`config.mk`:
```
export PLATFORM = sky130hd
export DESIGN_NAME = buf_gather_ctrl
export DESIGN_NICKNAME = d
export VERILOG_FILES = /design/src/rtl/gather_pkg.sv /design/src/rtl/buf_gather_ctrl.sv
export SDC_FILE = /design/constraint.sdc
export NUM_CORES = 1
export LEC_CHECK = 0
export CAP_MARGIN = 20
export CORE_ASPECT_RATIO = 0.8
export CORE_MARGIN = 5
export CORE_UTILIZATION = 53
export CTS_CLUSTER_DIAMETER = 80
export DETAILED_ROUTE_END_ITERATION = 8
export PLACE_DENSITY_LB_ADDON = 0.3
export RECOVER_POWER = 50
export SLEW_MARGIN = 40
export SYNTH_ARGS = -nofsm -noshare
export SYNTH_HDL_FRONTEND = slang
export SYNTH_SLANG_ARGS = --single-unit
```
`constraint.sdc`:
```
create_clock -name clk -period 4.4 [get_ports clk]
set_clock_uncertainty 0.05 [all_clocks]
set_input_delay 0.44 -clock clk [delete_from_list [all_inputs] [get_ports clk]]
set_output_delay 0.44 -clock clk [all_outputs]
set_load 0.05 [all_outputs]
```
`src/rtl/gather_pkg.sv`:
```
// Shared definitions for the buffer-gather controller: FSM encoding and
// the running-minimum seed value.
package gather_pkg;

  typedef enum logic [1:0] {
    ST_IDLE = 2'd0,
    ST_WAIT = 2'd1,
    ST_SCAN = 2'd2,
    ST_DONE = 2'd3
  } gather_state_e;

  localparam logic [31:0] MIN_INIT = 32'hFFFF_FFFF;

  // Unsigned strict-less comparison; a tie never displaces the earlier core.
  function automatic logic beats(input logic [31:0] cand, input logic [31:0] cur);
    beats = (cand < cur);
  endfunction

endpackage

```
`src/rtl/buf_gather_ctrl.sv`:
```
// Waits for every worker buffer to be flagged, then scans the cores one per
// cycle and reports the core with the smallest primary value.
module buf_gather_ctrl
  import gather_pkg::*;
#(
  parameter int NUM_CORES = 61,
  parameter int ADDR_W    = 6,
  parameter int TIMEOUT   = 65535
) (
  input  logic              clk,
  input  logic              rst_n,
  input  logic              start,
  input  logic              all_buf_flags,
  output logic [ADDR_W-1:0] buf_val_1_addr,
  output logic [ADDR_W-1:0] buf_val_2_addr,
  input  logic [31:0]       buf_val_1_select,
  input  logic [31:0]       buf_val_2_select,
  output logic              busy,
  output logic              done,
  output logic              timeout,
  output logic [31:0]       best_val,
  output logic [31:0]       best_aux,
  output logic [ADDR_W-1:0] best_idx
);

  localparam int WAIT_W = (TIMEOUT > 1) ? $clog2(TIMEOUT) : 1;
  localparam logic [WAIT_W-1:0] WAIT_LAST = WAIT_W'(TIMEOUT - 1);
  localparam logic [ADDR_W-1:0] ADDR_LAST = ADDR_W'(NUM_CORES - 1);

  gather_state_e      state_r, state_next_s;
  logic [WAIT_W-1:0]  wait_cnt_r, wait_cnt_next_s;
  logic [ADDR_W-1:0]  addr_r, addr_next_s;
  logic [31:0]        min_val_r, min_val_next_s;
  logic [31:0]        min_aux_r, min_aux_next_s;
  logic [ADDR_W-1:0]  min_idx_r, min_idx_next_s;
  logic [31:0]        best_val_r, best_val_next_s;
  logic [31:0]        best_aux_r, best_aux_next_s;
  logic [ADDR_W-1:0]  best_idx_r, best_idx_next_s;
  logic               busy_r, busy_next_s;
  logic               done_r, done_next_s;
  logic               timeout_r, timeout_next_s;
  logic               take_s;
  logic [31:0]        cand_val_s, cand_aux_s;
  logic [ADDR_W-1:0]  cand_idx_s;

  // Next-state, counter and result computation.
  always_comb begin
    state_next_s    = state_r;
    wait_cnt_next_s = wait_cnt_r;
    addr_next_s     = {ADDR_W{1'b0}};
    min_val_next_s  = min_val_r;
    min_aux_next_s  = min_aux_r;
    min_idx_next_s  = min_idx_r;
    best_val_next_s = best_val_r;
    best_aux_next_s = best_aux_r;
    best_idx_next_s = best_idx_r;
    done_next_s     = 1'b0;
    timeout_next_s  = 1'b0;

    // Core 0 always seeds the minimum so the winner's aux value is a real
    // sample even when every primary value equals the seed.
    take_s = (addr_r == {ADDR_W{1'b0}}) || beats(buf_val_1_select, min_val_r);
    if (take_s) begin
      cand_val_s = buf_val_1_select;
      cand_aux_s = buf_val_2_select;
      cand_idx_s = addr_r;
    end else begin
      cand_val_s = min_val_r;
      cand_aux_s = min_aux_r;
      cand_idx_s = min_idx_r;
    end

    case (state_r)
      ST_IDLE: begin
        wait_cnt_next_s = {WAIT_W{1'b0}};
        if (start) begin
          state_next_s = ST_WAIT;
        end else begin
          state_next_s = ST_IDLE;
        end
      end
      ST_WAIT: begin
        if (all_buf_flags) begin
          state_next_s    = ST_SCAN;
          wait_cnt_next_s = {WAIT_W{1'b0}};
          min_val_next_s  = MIN_INIT;
          min_aux_next_s  = 32'h0000_0000;
          min_idx_next_s  = {ADDR_W{1'b0}};
        end else if (wait_cnt_r == WAIT_LAST) begin
          state_next_s    = ST_IDLE;
          wait_cnt_next_s = {WAIT_W{1'b0}};
          timeout_next_s  = 1'b1;
        end else begin
          wait_cnt_next_s = wait_cnt_r + WAIT_W'(1);
        end
      end
      ST_SCAN: begin
        min_val_next_s = cand_val_s;
        min_aux_next_s = cand_aux_s;
        min_idx_next_s = cand_idx_s;
        if (addr_r == ADDR_LAST) begin
          state_next_s    = ST_DONE;
          done_next_s     = 1'b1;
          best_val_next_s = cand_val_s;
          best_aux_next_s = cand_aux_s;
          best_idx_next_s = cand_idx_s;
        end else begin
          addr_next_s = addr_r + ADDR_W'(1);
        end
      end
      ST_DONE: begin
        state_next_s = ST_IDLE;
      end
      default: begin
        state_next_s = ST_IDLE;
      end
    endcase

    busy_next_s = (state_next_s != ST_IDLE);
  end

  // State and registered outputs.
  always_ff @(posedge clk or negedge rst_n) begin
    if (!rst_n) begin
      state_r    <= ST_IDLE;
      wait_cnt_r <= {WAIT_W{1'b0}};
      addr_r     <= {ADDR_W{1'b0}};
      min_val_r  <= 32'h0000_0000;
      min_aux_r  <= 32'h0000_0000;
      min_idx_r  <= {ADDR_W{1'b0}};
      best_val_r <= 32'h0000_0000;
      best_aux_r <= 32'h0000_0000;
      best_idx_r <= {ADDR_W{1'b0}};
      busy_r     <= 1'b0;
      done_r     <= 1'b0;
      timeout_r  <= 1'b0;
    end else begin
      state_r    <= state_next_s;
      wait_cnt_r <= wait_cnt_next_s;
      addr_r     <= addr_next_s;
      min_val_r  <= min_val_next_s;
      min_aux_r  <= min_aux_next_s;
      min_idx_r  <= min_idx_next_s;
      best_val_r <= best_val_next_s;
      best_aux_r <= best_aux_next_s;
      best_idx_r <= best_idx_next_s;
      busy_r     <= busy_next_s;
      done_r     <= done_next_s;
      timeout_r  <= timeout_next_s;
    end
  end

  assign buf_val_1_addr = addr_r;
  assign buf_val_2_addr = addr_r;
  assign busy           = busy_r;
  assign done           = done_r;
  assign timeout        = timeout_r;
  assign best_val       = best_val_r;
  assign best_aux       = best_aux_r;
  assign best_idx       = best_idx_r;

endmodule

```
# Yosys cells after proc, flatten, opt, wreduce, memory -nomap -nowiden
# Index checks and enable logic that the tools add are counted.
# word_totals
ff_bits	167
in_bits	68
output_inout_bits	85
wordCells	53
# classes
add_sub_neg	2
n_lt_le_gt_ge	1
eq_ne	6
n_mux	24
n_reduce_logical	8
# op_table
operator	n
$mux W32	4
$pmux W32 S2	2
$lt A32 B32 Y1	1
$mux W16	2
$pmux W16 S2	1
$mux W6	4
$add A16 B1 Y16 const B	1
$eq A16 B16 Y1 const B	1
$pmux W6 S2	1
$pmux W2 S4	1
$add A6 B1 Y6 const B	1
$eq A6 B6 Y1 const B	1
$logic_not A6 Y1	1
$mux W1	6
$mux W2	3
$reduce_bool A2 Y1	3
$eq A2 B2 Y1 const B	2
$reduce_and A2 Y1	2
$eq A2 B1 Y1 const B	1
$logic_not A2 Y1	1
$ne A2 B2 Y1 const B	1
$logic_or A1 B1 Y1	1

# Longest topological paths before layout
# Gate-level depths: netlist (run 1).
# logic_depth
ltp_word	5
mapped_depth	10

# Worst setup path after synthesis (run 1)
# OpenSTA, ideal clock, no wires.
# synth_path
path_type	reg2reg
start	reg addr_r[0] (netlist: buf_val_1_addr[0])
end	reg min_val_r[0]
setup_time_ps	125
arrival_time_ps	2257
required_time_ps	4225
path_slack_ps	1968
stages_incl_launch_ff	10
synth_period_minus_slack_ps	2432
path_cell_list	dfrtp_1 inv_1 ha_1 nand4_1 nand3_1 o22a_2 nand3_1 buf_4 buf_6 mux2_4
# synth_between
elab_chain_cells	4
# synth_rtl
item	line	text
start: declaration	buf_gather_ctrl.sv:32	logic [ADDR_W-1:0] addr_r, addr_next_s;
start signal: assignment	buf_gather_ctrl.sv:127	addr_r <= {ADDR_W{1'b0}};
start signal: assignment	buf_gather_ctrl.sv:140	addr_r <= addr_next_s;
$logic_not A6 Y1	buf_gather_ctrl.sv:62	take_s = (addr_r == {ADDR_W{1'b0}}) || beats(buf_val_1_select, min_val_r);
$logic_or A1 B1 Y1	buf_gather_ctrl.sv:62	
$mux W32	buf_gather_ctrl.sv:63	if (take_s) begin
$pmux W32 S2	buf_gather_ctrl.sv:73	case (state_r)
end signal: assignment	buf_gather_ctrl.sv:141	min_val_r <= min_val_next_s;
end: declaration	buf_gather_ctrl.sv:33	logic [31:0] min_val_r, min_val_next_s;
# No other way between the ends.
# A chain may end at the register's enable or synchronous reset.

# Worst setup path in the final report (run 1)
# layout_path
start	in buf_val_1_select[19]
end	reg best_val_r[15] (netlist: best_val[15])
# layout_between
elab_chain_cells	3
# layout_rtl
item	line	text
start: declaration	buf_gather_ctrl.sv:16	input logic [31:0] buf_val_1_select,
$lt A32 B32 Y1	gather_pkg.sv:16	beats = (cand < cur);
$logic_or A1 B1 Y1	buf_gather_ctrl.sv:62	
$mux W32	buf_gather_ctrl.sv:63	
end signal: assignment	buf_gather_ctrl.sv:144	best_val_r <= best_val_next_s;
end: declaration	buf_gather_ctrl.sv:36	logic [31:0] best_val_r, best_val_next_s;
# No other way between the ends.

==> reports/results.md, run 1 <==
| Result | Reported | Unit |
| --- | --- | --- |
| Outcome | finished with violations | - |
| Violated checks | capacitance limit, slew limit | - |
| Count of buffers from port buffering | 152 | - |
| Overall fraction of global-route tracks in use | 23.5 | % |
| Longest Clk Path Bufs | 2 | - |
| Synthesis Warnings | 0 | - |
| R2R Setup Slk | 1260 | ps |
| Post-Route Utilization | 67.4 | % |
| Via count | 7,345 | - |
| Wire length of the first global-routing pass | 37.7 | mm |
| Number of enable flip-flop cells after synthesis | 0 | - |
| Wire length reported by the detailed router | 22.5 | mm |
| Type of the worst setup path | in -> reg | - |
| Startpoint types | primary input | - |
| CP required | 4680 | ps |
| # Max-Cap Violations | 1 | - |
| Final Instance Area | 11,200 | um2 |
| Overall power of the completed layout | 0.00569 | W |
| Most repeated cell in the gate-level netlist after synthesis | sky130_fd_sc_hd__dfrtp_1 | - |
| Floorplan row count | 42 | - |
| Post-detailed-route DRC marker count | 0 | - |
| Highest fanout seen on the critical path | 66 | - |
| Share of the synthesized area in the top cell type | 46.9 | % |
| Sequential share of the synthesized area | 46.9 | % |
| Sum of net half-perimeters after detailed placement | 14.0 | mm |
| Data arrival, critical path | 3500 | ps |
| Post-synthesis net count | 1,038 | - |
| Synth top cells by count | sky130_fd_sc_hd__dfrtp_1 (167), sky130_fd_sc_hd__nand2_1 (94), sky130_fd_sc_hd__nor2_1 (94), sky130_fd_sc_hd__nand3_1 (77), sky130_fd_sc_hd__inv_1 (71) | - |
| Nature of the critical path endpoint | flip-flop | - |
| Worst-case vdd ir drop | 366 | uV |
| CTS Root Cell | sky130_fd_sc_hd__clkbuf_16 | - |
| Time the worst path needs with I/O delays and setup | 3220 | ps |
| Summed instance area of the synthesized netlist | 8920 | um2 |
| Largest net degree at the start of global routing | 96 | - |
| Clock tree sinks | 167 | - |
| Transition time of the tightest slew-check pin | 1880 | ps |
| Proportion of layout cells with a drive suffix above 1 | 8.23 | % |
| Area growth, synth to finish | 25.1 | % |
| Antenna cells | 0 | - |
| Antenna violations before repair | 0 | - |
| Area of the placeable core | 16,600 | um2 |
| Dominant synthesized flop cell | sky130_fd_sc_hd__dfrtp_1 | - |
| Final routed wire length divided by cell count | 17.6 | um |
| Final slew viol count | 73 | - |
| Async SR Flop Fraction | 100 | % |
| Total Die Area | 19,500 | um2 |
| Final setup vio count | 0 | - |
| CTS resizes | 0 | - |
| Setup total negative slack | 0 | ps |
| Source-to-sink clock delay at the later pin of the worst-skew pair | 430 | ps |
| Initial drt markers | 492 | - |
| Hold slack final | 436 | ps |
| DIE HEIGHT | 126 | um |
| Worst slew margin | -25.5 | % |
| Antenna Nets Post-Route | 0 | - |
| Number of global-route vias before repair | 7,378 | - |
| Register bit count reported by yosys | 167 | - |
| Largest cells by area after synthesis | sky130_fd_sc_hd__dfrtp_1 (47%), sky130_fd_sc_hd__o211ai_1 (5.9%), sky130_fd_sc_hd__mux2_4 (5.4%), sky130_fd_sc_hd__ha_1 (4.9%), sky130_fd_sc_hd__a31oi_1 (4.7%) | - |
| TritonCTS clock tree | done | - |
| Overall die width | 155 | um |
| Cell area after placement | 10,500 | um2 |
| Number of optimization iterations in the first detailed-route pass | 5 | - |
| LEAKAGE | 5.02 | nW |
| Number of library cell types mapped by synthesis | 45 | - |
| Total congestion overflow | 0 | - |
| Number of buffers created by CTS | 17 | - |
| I/O Pins | 153 | - |
| Maximum clock rate | 310 | MHz |
| Number of nets in the layout | 1,147 | - |
| Clock-pin slew on the worst setup and hold paths | 70 | ps |
| Cell area power density | 510 | nW/um2 |
| Routability congestion estimate | 0.812 | - |
| Setup repair after global routing missed its margin | false | - |
| Initial Utilization | 53.9 | % |
| Vias/cell | 5.75 | - |
| HP Class | reg -> reg | - |
| Final hold violation count | 0 | - |
| Synth Area per Inst | 9.54 | um2 |
| Share of the cycle needed by the critical path after routing | 73.3 | % |
| Post-Synthesis Cells | 935 | - |
| Post-synthesis cell type with the largest combined area | sky130_fd_sc_hd__dfrtp_1 | - |
| H-Tree Depth | 4 | - |
==> kinds of logic (layout without fill, tap and decap cells) <==
group | count (synthesis) | after routing | share of synthesized area (%)
adder cells (fa/ha/maj) | 35 | 35 | 4.91
AND/OR/NAND/NOR | 308 | 308 | 15.5
multiplexers | 70 | 70 | 9.65
XOR/XNOR | 8 | 8 | 0.786
AO/OA/AOI/OAI | 198 | 198 | 14.9
buffers and inverters | 149 | 271 | 7.37
flip-flops | 167 | 167 | 46.9
==> state kept, by name (all words and copies together) (netlist names) <==
| register | flops |
|---|---|
| best_val | 32 |
| min_aux_r | 32 |
| state_r | 2 |
| busy | 1 |
| best_aux | 32 |
| buf_val_1_addr | 6 |
| done | 1 |
| timeout | 1 |
| best_idx | 6 |
| min_val_r | 32 |
| wait_cnt_r | 16 |
| min_idx_r | 6 |
==> where the power goes <==
group	switching (W)	internal, W
logic	0.00117	0.000848
clock network	0.000671	0.000966
registers	0.000201	0.00183
total	0.00204	0.00365
==> layout make-up <==
cell class / instances / area (um2)
inverter: 71 / 267
timing repair buffer: 168 / 1670
clock buffer: 17 / 425
tap: 220 / 275
multi-input combinational: 619 / 4110
fill: 1327 / 5400
sequential: 167 / 4180
clock inverter: 15 / 223
==> metrics by stage <==
step                cells  worst slack [ps]
finish               1277              1180
floorplan             935              1970
CTS                  1277              1160
detailed placement   1244               761
global placement     1244               761
global route         1277              1020
==> final timing paths <==
check / start / to / depth (start not counted)
max: buf_val_1_select[19] / best_val[15] / 9
min: wait_cnt_r[15] / wait_cnt_r[15] / 1
max reg2reg: buf_val_1_addr[0] / best_val[15] / 7
min reg2reg: wait_cnt_r[15] / wait_cnt_r[15] / 1
max in group asynchronous: rst_n / best_val[7] / 3
min in group asynchronous: rst_n / wait_cnt_r[5] / 2
==> layer usage <==
| metal | part of all wire [%] | vias to the layer above | global-route usage [%] |
|---|---|---|---|
| li1 | - | 3504 | - |
| met1 | 46 | 3605 | 33.5 |
| met2 | 47 | 210 | 36.8 |
| met3 | 5.9 | 26 | 5.73 |
| met4 | 1.3 | 0 | 4.78 |
| met5 | 0 | - | 0 |
==> placed cells by master (no fill, tap or decap), drive strengths merged, types with 3 or more instances in the layout <==
cell type	n
ha	35
nand2b	6
and2	3
o31ai	4
nand4	8
and3	5
xnor2	6
a31oi	67
inv	74
nor3	10
nor2	94
a221oi	3
clkdlybuf4s50	127
dfrtp	167
nand2	94
dlygate4sd3	25
clkinv	5
buf	14
a21oi	19
mux2i	38
clkinvlp	3
clkbuf	19
o211ai	71
a21o	3
mux2	32
nand3	77
bufinv	4
and4	3
o21ai	21
==> worst max-delay path, cell delays in order <==
cell                              delay [ps]
sky130_fd_sc_hd__clkdlybuf4s50_1         490
sky130_fd_sc_hd__ha_1                    370
sky130_fd_sc_hd__a21oi_1                 140
sky130_fd_sc_hd__o21ai_0                 110
sky130_fd_sc_hd__a221oi_1                540
sky130_fd_sc_hd__a21bo_2                 260
sky130_fd_sc_hd__buf_4                   620
sky130_fd_sc_hd__nand3_1                 240
sky130_fd_sc_hd__a31oi_1                 270
==> repair_timing <==
item | 4_1_cts | 5_1_grt
hold buffers | 1 | 0
hold endpoints to repair | 1 | 0
buffers inserted | 0 | 0
No activity file was read; power rests on OpenSTA's default activity.
==> run 2: changes to the inputs <==
==> constraint.sdc (replaced) <==
create_clock -name clk -period 3.1 [get_ports clk]
set_clock_uncertainty 0.05 [all_clocks]
set_input_delay 0.31 -clock clk [delete_from_list [all_inputs] [get_ports clk]]
set_output_delay 0.31 -clock clk [all_outputs]
set_load 0.05 [all_outputs]
==> reports/results.md, run 2 (synthesis results as in run 1) <==
| Result | Reported | Unit | Change |
| --- | --- | --- | --- |
| Gate family responsible for the most delay along the worst path | compound AO/OA/AOI/OAI gates | - |  |
| DIE HEIGHT | 126 | um | unchanged |
| Source-to-sink clock delay at the later pin of the worst-skew pair | 430 | ps | about the same |
| CP required | 3350 | ps | -1330 ps |
| Wire length reported by the detailed router | 22.4 | mm | -0.15% |
| Initial drt markers | 555 | - | +13% |
| Antenna cells | 0 | - | unchanged |
| Buffers plus inverters on the worst setup path | 2 | - | unchanged |
| Longest Clk Path Bufs | 2 | - | unchanged |
| Final Instance Area | 11,300 | um2 | +1.7% |
| Antenna violations before repair | 1 | - | +1 |
| Post-detailed-route DRC marker count | 0 | - | unchanged |
| Wire length of the first global-routing pass | 38.2 | mm | +1.1% |
| Via count | 7,359 | - | +0.19% |
| Nature of the critical path endpoint | flip-flop | - |  |
| Violated checks | capacitance limit, slew limit | - |  |
| Overall fraction of global-route tracks in use | 23.7 | % | +0.25 points |
| Clock tree sinks | 167 | - | unchanged |
| R2R Setup Slk | 520 | ps | -740 ps |
| Final setup vio count | 0 | - | unchanged |
| Maximum clock rate | 387 | MHz |  |
| Hold slack final | 400 | ps | -35.9 ps |
| Worst hold path cell count | 3 | - | +2 |
| Final routed wire length divided by cell count | 17.4 | um | -0.93% |
| Number of nets in the layout | 1,157 | - | +0.87% |
| # hold bufs at CTS | 1 | - | unchanged |
| Time the worst path needs with I/O delays and setup | 2580 | ps |  |
| CTS resizes | 0 | - | unchanged |
| Vias/cell | 5.72 | - | -0.59% |
| Floorplan row count | 42 | - | unchanged |
| Number of optimization iterations in the first detailed-route pass | 5 | - | unchanged |
| TritonCTS clock tree | done | - |  |
| Area of the placeable core | 16,600 | um2 | unchanged |
| H-Tree Depth | 4 | - | unchanged |
| Data arrival, critical path | 2840 | ps | -660 ps |
| # Max-Cap Violations | 1 | - | unchanged |
| Reg2reg path depth | 9 | - | +2 |
| Total Die Area | 19,500 | um2 | unchanged |
| Highest fanout seen on the critical path | 19 | - | -71% |
| Number of fill cells | 1,312 | - | -1.1% |
| Proportion of layout cells with a drive suffix above 1 | 9.18 | % | +0.95 points |
| Type of the worst setup path | reg -> reg | - |  |
| Cell area power density | 726 | nW/um2 | +42% |
| Worst slew margin | -15.1 | % | +10 points |
| Number of global-route vias before repair | 7,399 | - | +0.28% |
| CP max stage cell | sky130_fd_sc_hd__a221oi_1 | - |  |
| Overall power of the completed layout | 0.00823 | W | +45% |
| Worst-case vdd ir drop | 458 | uV | +25% |
| Transition time of the tightest slew-check pin | 1730 | ps | -156 ps |
| Setup repair after global routing missed its margin | false | - |  |
| Final slew viol count | 69 | - | -5.5% |
| Clock-pin slew on the worst setup and hold paths | 70 | ps | about the same |
| Startpoint types | flip-flop | - |  |
| CP Cell Sequence | inv_1, ha_1, a21oi_1, o21ai_0, a221oi_1, a21bo_2, nand3_4, buf_12, mux2_4 | - |  |
| Area growth, synth to finish | 27.2 | % |  |
| Number of buffers created by CTS | 17 | - | unchanged |
| Critical path's largest stage delay | 440 | ps | -180 ps |
| Antenna Nets Post-Route | 0 | - | unchanged |
| Cell area after placement | 10,700 | um2 | +1.8% |
| Largest net degree at the start of global routing | 87 | - | -9.4% |
| Count of buffers from port buffering | 152 | - | unchanged |
| CTS Root Cell | sky130_fd_sc_hd__clkbuf_16 | - |  |
| Share of the cycle needed by the critical path after routing | 83.4 | % |  |
| Sum of net half-perimeters after detailed placement | 14.4 | mm | +3.1% |
| Highest-count cells in the layout ignoring fill and taps | sky130_fd_sc_hd__dfrtp_1 (167), sky130_fd_sc_hd__clkdlybuf4s50_1 (122), sky130_fd_sc_hd__nand2_1 (94) | - |  |
| HP Class | in -> reg | - |  |
| LEAKAGE | 5.10 | nW | +1.6% |
| Worst path depth | 9 | - | unchanged |
| Setup total negative slack | 0 | ps | unchanged |
| I/O Pins | 153 | - | unchanged |
| Post-Route Utilization | 68.5 | % | +1.1 points |
| Initial Utilization | 53.9 | % | unchanged |
| Final hold violation count | 0 | - | unchanged |
| Total congestion overflow | 0 | - | unchanged |
| Most common cell after layout, fill and taps aside | sky130_fd_sc_hd__dfrtp_1 | - |  |
| Setup Buffers After CTS | 0 | - | unchanged |
| Routability congestion estimate | 0.767 | - | -5.6% |
| Overall die width | 155 | um | unchanged |
| Outcome | finished with violations | - |  |
[run 2: changes by cell type in the layout (fill, tap and decap cells not counted), sizes merged]
cell / change
inv: +2
dlygate4sd3: +5
clkinvlp: -1
clkdlybuf4s50: -5
clkbuf: +4
buf: +8
clkinv: -3
[run 2: worst min-delay path, stage by stage]
cell                              delay (ps)
sky130_fd_sc_hd__clkdlybuf4s50_1         410
sky130_fd_sc_hd__inv_1                    60
sky130_fd_sc_hd__mux2i_1                  50
[run 2: path summary, 6_finish.rpt]
check | from | to
max in group asynchronous | rst_n | min_val_r[4]
max reg2reg | min_val_r[19] | min_val_r[19]
min in group asynchronous | rst_n | wait_cnt_r[4]
min reg2reg | wait_cnt_r[15] | wait_cnt_r[15]
max | min_val_r[19] | min_val_r[19]
min | buf_val_2_select[15] | min_aux_r[15]
[run 2: routing by layer]
metal / track usage [%] / vias up / part of all wire [%]
met1: 33.1 / 3605 / 45
met4: 6.28 / 2 / 1.3
met2: 37.8 / 208 / 48
met5: 0 / - / 0.049
li1: - / 3523 / -
met3: 5.18 / 21 / 6.0
[run 2: through the flow]
stage / instances / worst slack, ps
2_1_floorplan: 935 / 668
3_3_place_gp: 1254 / 185
3_5_place_dp: 1254 / 161
4_1_cts: 1287 / 506
5_1_grt: 1287 / 246
6_report: 1287 / 516
[run 2: where the power goes]
part / total (W) / internal [W] / switching (W)
Sequential: 0.00289 / 0.00260 / 0.000290
Combinational: 0.00299 / 0.00132 / 0.00167
Clock: 0.00235 / 0.00141 / 0.000939
Total: 0.00823 / 0.00533 / 0.00290
[run 2: final cells by class]
type | instances | area (um2) | share of cell area, %
clock buffer | 19 | 453 | 4.00
clock inverter | 13 | 191 | 1.69
inverter | 71 | 267 | 2.35
multi-input combinational | 619 | 4120 | 36.3
sequential | 167 | 4180 | 36.9
tap | 220 | 275 | 2.43
timing repair buffer | 178 | 1860 | 16.4
